$ cat src/rtl/max_pool_row_buf_pkg.sv
// Shared types and constants for the max-pool row pairing stage.
package max_pool_row_buf_pkg;

    localparam int LANE_W  = 12;
    localparam int N_LANES = 4;
    localparam int WORD_W  = LANE_W * N_LANES;

    // Frame sequencing states.
    typedef enum logic [2:0] {
        ST_IDLE,
        ST_FILL,
        ST_MERGE,
        ST_TAIL,
        ST_PASS
    } state_t;

    // Address width for a RAM of the given depth (at least one bit).
    function automatic int addr_w(input int depth);
        return (depth > 1) ? $clog2(depth) : 1;
    endfunction

endpackage

$ cat src/rtl/max_pool_row_buf_if.sv
// Pixel stream in, paired pixel stream out, plus frame control/status.
interface max_pool_row_buf_if #(
    parameter int DIM_W = 7
);
    import max_pool_row_buf_pkg::*;

    logic              start_i;
    logic [DIM_W-1:0]  dim_i;
    logic              pool_en_i;
    logic [WORD_W-1:0] data_i;
    logic              data_valid_i;

    logic [WORD_W-1:0] data_1_o;
    logic [WORD_W-1:0] data_2_o;
    logic              max_en_o;
    logic              data_valid_o;
    logic              busy_o;
    logic              done_o;

    // Upstream source / stimulus side.
    modport master (
        output start_i, dim_i, pool_en_i, data_i, data_valid_i,
        input  data_1_o, data_2_o, max_en_o, data_valid_o, busy_o, done_o
    );

    // Pairing stage side.
    modport slave (
        input  start_i, dim_i, pool_en_i, data_i, data_valid_i,
        output data_1_o, data_2_o, max_en_o, data_valid_o, busy_o, done_o
    );

endinterface

$ cat src/rtl/max_pool_row_buf_ram.sv
// Simple dual-port row RAM: one write port, one registered read port.
module max_pool_row_buf_ram
    import max_pool_row_buf_pkg::*;
#(
    parameter int DEPTH  = 64,
    parameter int ADDR_W = addr_w(DEPTH)
) (
    input  logic              clk_i,
    input  logic              wr_en,
    input  logic [ADDR_W-1:0] wr_addr,
    input  logic [WORD_W-1:0] wr_data,
    input  logic              rd_en,
    input  logic [ADDR_W-1:0] rd_addr,
    output logic [WORD_W-1:0] rd_data
);

    logic [WORD_W-1:0] mem [DEPTH];

    // Write on request; read data registered and held while rd_en is low.
    // NOTE: no reset on the array or read register so this maps onto block RAM;
    // every location is written in a FILL row before the MERGE row reads it.
    always_ff @(posedge clk_i) begin
        if (wr_en) mem[wr_addr] <= wr_data;
        if (rd_en) rd_data <= mem[rd_addr];
    end

endmodule

$ cat src/rtl/max_pool_row_buf.sv
// Pairs row r (buffered) with row r+1 (live) for a downstream vertical max.
module max_pool_row_buf
    import max_pool_row_buf_pkg::*;
#(
    parameter int MAX_W = 64,
    parameter int DIM_W = 7
) (
    input  logic               clk_i,
    input  logic               rst_n_i,
    max_pool_row_buf_if.slave  bus
);

    localparam int ADDR_W = addr_w(MAX_W);

    state_t            state_q, state_d;
    logic [DIM_W-1:0]  dim_q;
    logic [DIM_W-1:0]  col_q;
    logic [DIM_W-1:0]  row_q;

    logic              start_ok;
    logic              accept;
    logic              end_of_row;
    logic              last_row;
    logic              next_is_last;
    logic              emit;
    logic              ram_wr_en;
    logic              ram_rd_en;

    logic [WORD_W-1:0] ram_rd_data;
    logic [WORD_W-1:0] pass_q;
    logic [WORD_W-1:0] data_2_q;
    logic              src_ram_q;
    logic              max_en_q;
    logic              valid_q;
    logic              done_q;

    assign start_ok     = (state_q == ST_IDLE) && bus.start_i && (bus.dim_i != '0);
    assign accept       = (state_q != ST_IDLE) && bus.data_valid_i;
    assign end_of_row   = (col_q == dim_q - DIM_W'(1));
    assign last_row     = (row_q == dim_q - DIM_W'(1));
    // Only consulted in MERGE, where dim >= 2.
    assign next_is_last = (row_q == dim_q - DIM_W'(2));
    assign emit         = accept && (state_q != ST_FILL);

    // State register.
    always_ff @(posedge clk_i) begin
        if (!rst_n_i) state_q <= ST_IDLE;
        else          state_q <= state_d;
    end

    // Next-state and RAM port control; an even row that is also the last row
    // has no partner and is sent straight out through TAIL.
    // NOTE: every output gets a default first so no path through the case
    // leaves a signal unassigned and infers a latch.
    always_comb begin
        state_d   = state_q;
        ram_wr_en = 1'b0;
        ram_rd_en = 1'b0;
        unique case (state_q)
            ST_IDLE: begin
                if (start_ok) begin
                    if (!bus.pool_en_i)              state_d = ST_PASS;
                    else if (bus.dim_i == DIM_W'(1)) state_d = ST_TAIL;
                    else                             state_d = ST_FILL;
                end
            end
            ST_FILL: begin
                ram_wr_en = accept;
                if (accept && end_of_row) state_d = ST_MERGE;
            end
            ST_MERGE: begin
                ram_rd_en = accept;
                if (accept && end_of_row) begin
                    if (last_row)          state_d = ST_IDLE;
                    else if (next_is_last) state_d = ST_TAIL;
                    else                   state_d = ST_FILL;
                end
            end
            ST_TAIL: begin
                if (accept && end_of_row) state_d = ST_IDLE;
            end
            ST_PASS: begin
                if (accept && end_of_row && last_row) state_d = ST_IDLE;
            end
            default: state_d = ST_IDLE;
        endcase
    end

    // Frame geometry: latch width at start, walk col/row per accepted pixel.
    // NOTE: non-blocking assignments so every flop samples pre-edge values,
    // independent of statement order.
    always_ff @(posedge clk_i) begin
        if (!rst_n_i) begin
            dim_q <= '0;
            col_q <= '0;
            row_q <= '0;
        end else if (start_ok) begin
            dim_q <= bus.dim_i;
            col_q <= '0;
            row_q <= '0;
        end else if (accept) begin
            if (end_of_row) begin
                col_q <= '0;
                row_q <= last_row ? '0 : row_q + DIM_W'(1);
            end else begin
                col_q <= col_q + DIM_W'(1);
            end
        end
    end

    // Output alignment: live pixel and flags delayed one cycle to line up
    // with the synchronous RAM read; values hold across input gaps.
    always_ff @(posedge clk_i) begin
        if (!rst_n_i) begin
            pass_q    <= '0;
            data_2_q  <= '0;
            src_ram_q <= 1'b0;
            max_en_q  <= 1'b0;
            valid_q   <= 1'b0;
            done_q    <= 1'b0;
        end else begin
            valid_q <= emit;
            done_q  <= accept && end_of_row && last_row;
            if (emit) begin
                src_ram_q <= (state_q == ST_MERGE);
                max_en_q  <= (state_q == ST_MERGE);
                pass_q    <= bus.data_i;
                data_2_q  <= (state_q == ST_MERGE) ? bus.data_i : '0;
            end
        end
    end

    max_pool_row_buf_ram #(
        .DEPTH  (MAX_W),
        .ADDR_W (ADDR_W)
    ) u_row_buf_ram (
        .clk_i   (clk_i),
        .wr_en   (ram_wr_en),
        .wr_addr (col_q[ADDR_W-1:0]),
        .wr_data (bus.data_i),
        .rd_en   (ram_rd_en),
        .rd_addr (col_q[ADDR_W-1:0]),
        .rd_data (ram_rd_data)
    );

    assign bus.data_1_o     = src_ram_q ? ram_rd_data : pass_q;
    assign bus.data_2_o     = data_2_q;
    assign bus.max_en_o     = max_en_q;
    assign bus.data_valid_o = valid_q;
    assign bus.done_o       = done_q;
    assign bus.busy_o       = (state_q != ST_IDLE);

endmodule

$ cat src/flat_wrapper.sv
// flat-port wrapper written by rule: the top's interface ports become plain ports
module max_pool_row_buf_flat import max_pool_row_buf_pkg::*;
#(
    parameter int MAX_W = 64,
    parameter int DIM_W = 7
)
  (clk_i, rst_n_i, bus_start_i, bus_dim_i, bus_pool_en_i, bus_data_i, bus_data_valid_i, bus_data_1_o, bus_data_2_o, bus_max_en_o, bus_data_valid_o, bus_busy_o, bus_done_o);
  max_pool_row_buf_if #(.DIM_W(DIM_W)) bus_i ();
  input  logic clk_i;
  input  logic rst_n_i;
  input wire logic [$bits(bus_i.start_i)-1:0] bus_start_i;
  input wire logic [$bits(bus_i.dim_i)-1:0] bus_dim_i;
  input wire logic [$bits(bus_i.pool_en_i)-1:0] bus_pool_en_i;
  input wire logic [$bits(bus_i.data_i)-1:0] bus_data_i;
  input wire logic [$bits(bus_i.data_valid_i)-1:0] bus_data_valid_i;
  output wire logic [$bits(bus_i.data_1_o)-1:0] bus_data_1_o;
  output wire logic [$bits(bus_i.data_2_o)-1:0] bus_data_2_o;
  output wire logic [$bits(bus_i.max_en_o)-1:0] bus_max_en_o;
  output wire logic [$bits(bus_i.data_valid_o)-1:0] bus_data_valid_o;
  output wire logic [$bits(bus_i.busy_o)-1:0] bus_busy_o;
  output wire logic [$bits(bus_i.done_o)-1:0] bus_done_o;
  assign bus_i.start_i = bus_start_i;
  assign bus_i.dim_i = bus_dim_i;
  assign bus_i.pool_en_i = bus_pool_en_i;
  assign bus_i.data_i = bus_data_i;
  assign bus_i.data_valid_i = bus_data_valid_i;
  assign bus_data_1_o = bus_i.data_1_o;
  assign bus_data_2_o = bus_i.data_2_o;
  assign bus_max_en_o = bus_i.max_en_o;
  assign bus_data_valid_o = bus_i.data_valid_o;
  assign bus_busy_o = bus_i.busy_o;
  assign bus_done_o = bus_i.done_o;
  max_pool_row_buf #(.MAX_W(MAX_W), .DIM_W(DIM_W)) u_core (.clk_i(clk_i), .rst_n_i(rst_n_i), .bus(bus_i));
endmodule
$ cat config.mk
export PLATFORM = sky130hd
export DESIGN_NAME = max_pool_row_buf_flat
export DESIGN_NICKNAME = d
export VERILOG_FILES = /design/src/rtl/max_pool_row_buf_pkg.sv /design/src/rtl/max_pool_row_buf_if.sv /design/src/rtl/max_pool_row_buf_ram.sv /design/src/rtl/max_pool_row_buf.sv /design/src/flat_wrapper.sv
export SDC_FILE = /design/constraint.sdc
export NUM_CORES = 2
export LEC_CHECK = 0
export CAP_MARGIN = 25
export CORE_UTILIZATION = 25
export DETAILED_ROUTE_END_ITERATION = 16
export HOLD_SLACK_MARGIN = 0.06
export PLACE_DENSITY_LB_ADDON = 0.12
export SYNTH_ARGS = -nofsm -noshare
export SYNTH_HDL_FRONTEND = slang
export SYNTH_HIERARCHICAL = 1
export SYNTH_SLANG_ARGS = --single-unit
$ cat constraint.sdc
create_clock -name clk_i -period 5.64 [get_ports clk_i]
set_input_delay 0.564 -clock clk_i [delete_from_list [all_inputs] [get_ports clk_i]]
set_output_delay 0.564 -clock clk_i [all_outputs]
set_load 0.01 [all_outputs]
==> impl_metrics.json <==
{
  "yosysSeqAreaShare": 0.7809,
  "hold_viol": 0,
  "clk_latency_ns": 0.96,
  "critical_path.endpoint_type": "output port",
  "die_w_um": 703.8,
  "first_pass_iters": 7,
  "synth-adder-area-share": 0.0005081,
  "layout.nets": 6146,
  "synth_compound_area_frac": 0.03627,
  "area_growth_pct": 18.41,
  "drc_errors": 0,
  "synth_top_family_by_area": "multiplexers",
  "coreArea_um2": 490100,
  "cp.arrival_ns": 3.35,
  "total_power_mw": 51.81,
  "dieHeight_um": 703.8,
  "track_usage": 0.1549,
  "overflow": 0,
  "timing.rr.start": "u_core/col_q[0]",
  "ctsResizeCount": 0,
  "htreeDepth": 5,
  "wl_per_cell_um": 30.32,
  "critPathTopFamily": "buffers and inverters",
  "yosysTopAreaCell": "edfxtp_1",
  "cts_tree": "built",
  "place.gp.congestion": 0.7400,
  "skew_ns": 0.05402,
  "syn_inst": 5601,
  "grt_pass1_wl_um": 534500,
  "startpoint_type": "flip-flop",
  "num_vias": 59780,
  "postSynthAreaPerCell_um2": 21.98,
  "tightest_slew_ns": 1.076,
  "cts_root_buffer": "clkbuf_16",
  "cpPeakStageDelay_ns": 0.82,
  "p_per_area_nw_per_um2": 355.3,
  "synth_top_cell_area_share": 0.7609,
  "port_buffers": 159,
  "synth_edf_count": 3120,
  "drt-initial-drc-count": 5119,
  "hold_path.class": "input pin to flip-flop",
  "rows": 257,
  "dominantRegCellSynth": "edfxtp_1",
  "hp-start": "bus_data_i[21]",
  "netlist_top_cells_area": "edfxtp_1, mux4_2, dfxtp_1",
  "clock-sinks": 3243,
  "synth.cell_area_um2": 123100,
  "worstPathRequired_ns": 5.08,
  "finalSetupTns_ns": 0,
  "synth_cell_type_count": 64,
  "cp.buffers_inverters": 2,
  "fin_crit_ns": 3.912,
  "layout_commonest_cell": "edfxtp_1",
  "async_flop_share": 0,
  "slew_violations": 0,
  "synth.mux.area_fraction": 0.1491,
  "setup_viol": 0,
  "ioPinCount": 160,
  "crit_chain": "buf_4 -> mux2_2 -> clkdlybuf4s50_1",
  "crit_fanout": 37,
  "fin_ws_ns": 1.728,
  "ys_ff_latch": 3243,
  "syn_nets": 5666,
  "clk_pin_slew_ns": 0.06,
  "drive_gt1_frac": 0.2729,
  "grt_max_degree": 98,
  "synth_xor_area_frac": 0.002063,
  "maxSlewHeadroom": 0.2828,
  "dp_slack_ns": 1.172,
  "final_util": 0.2975,
  "via_per_inst": 4.650,
  "whs_ns": 0.1680,
  "critPathSlowestCell": "dfxtp_4",
  "cap_viol_max_count": 0,
  "routed_wl_um": 389800,
  "irDropWorstVdd_uv": 208.3,
  "ys.warnings.count": 6,
  "dp_hpwl_um": 231000,
  "cts_buffer_depth": 4,
  "startpoint": "u_core/bus.max_en_o",
  "final_cell_mix": "edfxtp_1, mux4_2, clkbuf_16",
  "crit_type": "flip-flop to output port",
  "rsz0062_at_grt": "no",
  "finalCritPeriodShare": 0.6936,
  "cts_buffers": 367,
  "fmaxAchievable_mhz": 255.6,
  "grt_pass1_vias": 62660,
  "status": "finished, final reports clean",
  "design.die.area_um2": 495300,
  "antenna_found_initial": 30,
  "yosys.area_share.simple": 0.01705,
  "start_util": 0.2512,
  "leakage_nw": 43.37,
  "antenna_left": 0
}
[worst reg2reg max path: stages (launching register included)]
cell and delay, ns:
dfxtp_4 0.74, buf_12 0.40, buf_4 0.61, mux4_2 0.58
o22ai_1 0.39, nor2_1 0.08, a21oi_1 0.66, a221oi_1 0.14
[final timing paths]
| kind | end | depth (start not counted) | slack [ns] |
|---|---|---|---|
| setup reg to reg | u_core/u_row_buf_ram/rd_data[17] | 7 | 1.76 |
| hold / removal | u_core/u_row_buf_ram/mem[52][21] | 1 | 0.17 |
| hold reg to reg | u_core/pass_q[10] | 2 | 0.45 |
| setup / recovery | bus_data_1_o[35] | 3 | 1.73 |
[metal layers]
layer	wire [um]	up-vias	global-route usage
met1	172500	33140	0.2131
met2	189500	1317	0.2578
met4	11300	2	0.04443
li1	-	24830	-
met3	16540	497	0.01853
met5	13	-	0
[cell usage after synthesis (15+ instances only)]
cell and count:
a211oi_1 32, a21oi_1 129, a221oi_1 83, a22o_1 57
a22oi_1 120, buf_1 21, buf_2 102, buf_4 64
clkbuf_1 130, dfxtp_1 123, edfxtp_1 3120, mux2_2 60
mux2i_1 70, mux4_2 754, nand2_1 166, nor2_1 201
nor2b_1 24, o221ai_1 28, o22ai_1 123, xor2_1 15
[report_power, final]
part | switching (mW) | internal, mW | leakage [nW] | total, mW
Sequential | 0.0704 | 26.5 | 29.0 | 26.5
Clock | 9.68 | 13.3 | 5.56 | 23.0
Combinational | 1.38 | 0.895 | 8.78 | 2.28
Total | 11.1 | 40.7 | 43.4 | 51.8
[state kept, by name, summed over array words and instances (netlist names), 3 cells and up]
name                          count
u_core/u_row_buf_ram/mem       3072
u_core/bus.data_2_o              48
u_core/pass_q                    48
u_core/u_row_buf_ram/rd_data     48
u_core/col_q                      7
u_core/dim_q                      7
u_core/row_q                      7
u_core/state_q                    3
[stage by stage]
step / instances / cell area [um^2]
3_5_place_dp: 12180 / 134300
4_1_cts: 12840 / 145700
5_1_grt: 12840 / 145800
2_1_floorplan: 5601 / 123100
6_report: 12860 / 145800
3_3_place_gp: 12180 / 134200
[area by class of cell]
class | instances | area [um^2]
fill | 47730 | 344300
sequential | 3243 | 96170
multi-input combinational | 2019 | 25820
clock buffer | 496 | 9985
tap | 6475 | 8102
timing repair buffer | 442 | 4257
clock inverter | 156 | 1385
antenna | 17 | 42.54
inverter | 8 | 32.53
[kinds of logic (layout without fill, tap and decap cells)]
logic type / Yosys count / count (layout)
xor+xnor: 29 / 29
other cells: 0 / 17
flops: 3243 / 3243
compound gates: 623 / 623
fa+ha+maj: 5 / 5
simple gates: 478 / 478
mux: 884 / 884
buf+inv: 339 / 1102
[what timing repair did]
item / in CTS / in global routing
setup buffers: 0 / 0
hold buffers: 7 / 0
endpoints found under the hold margin: 50 / 0
(Power assumes the default switching activity.)
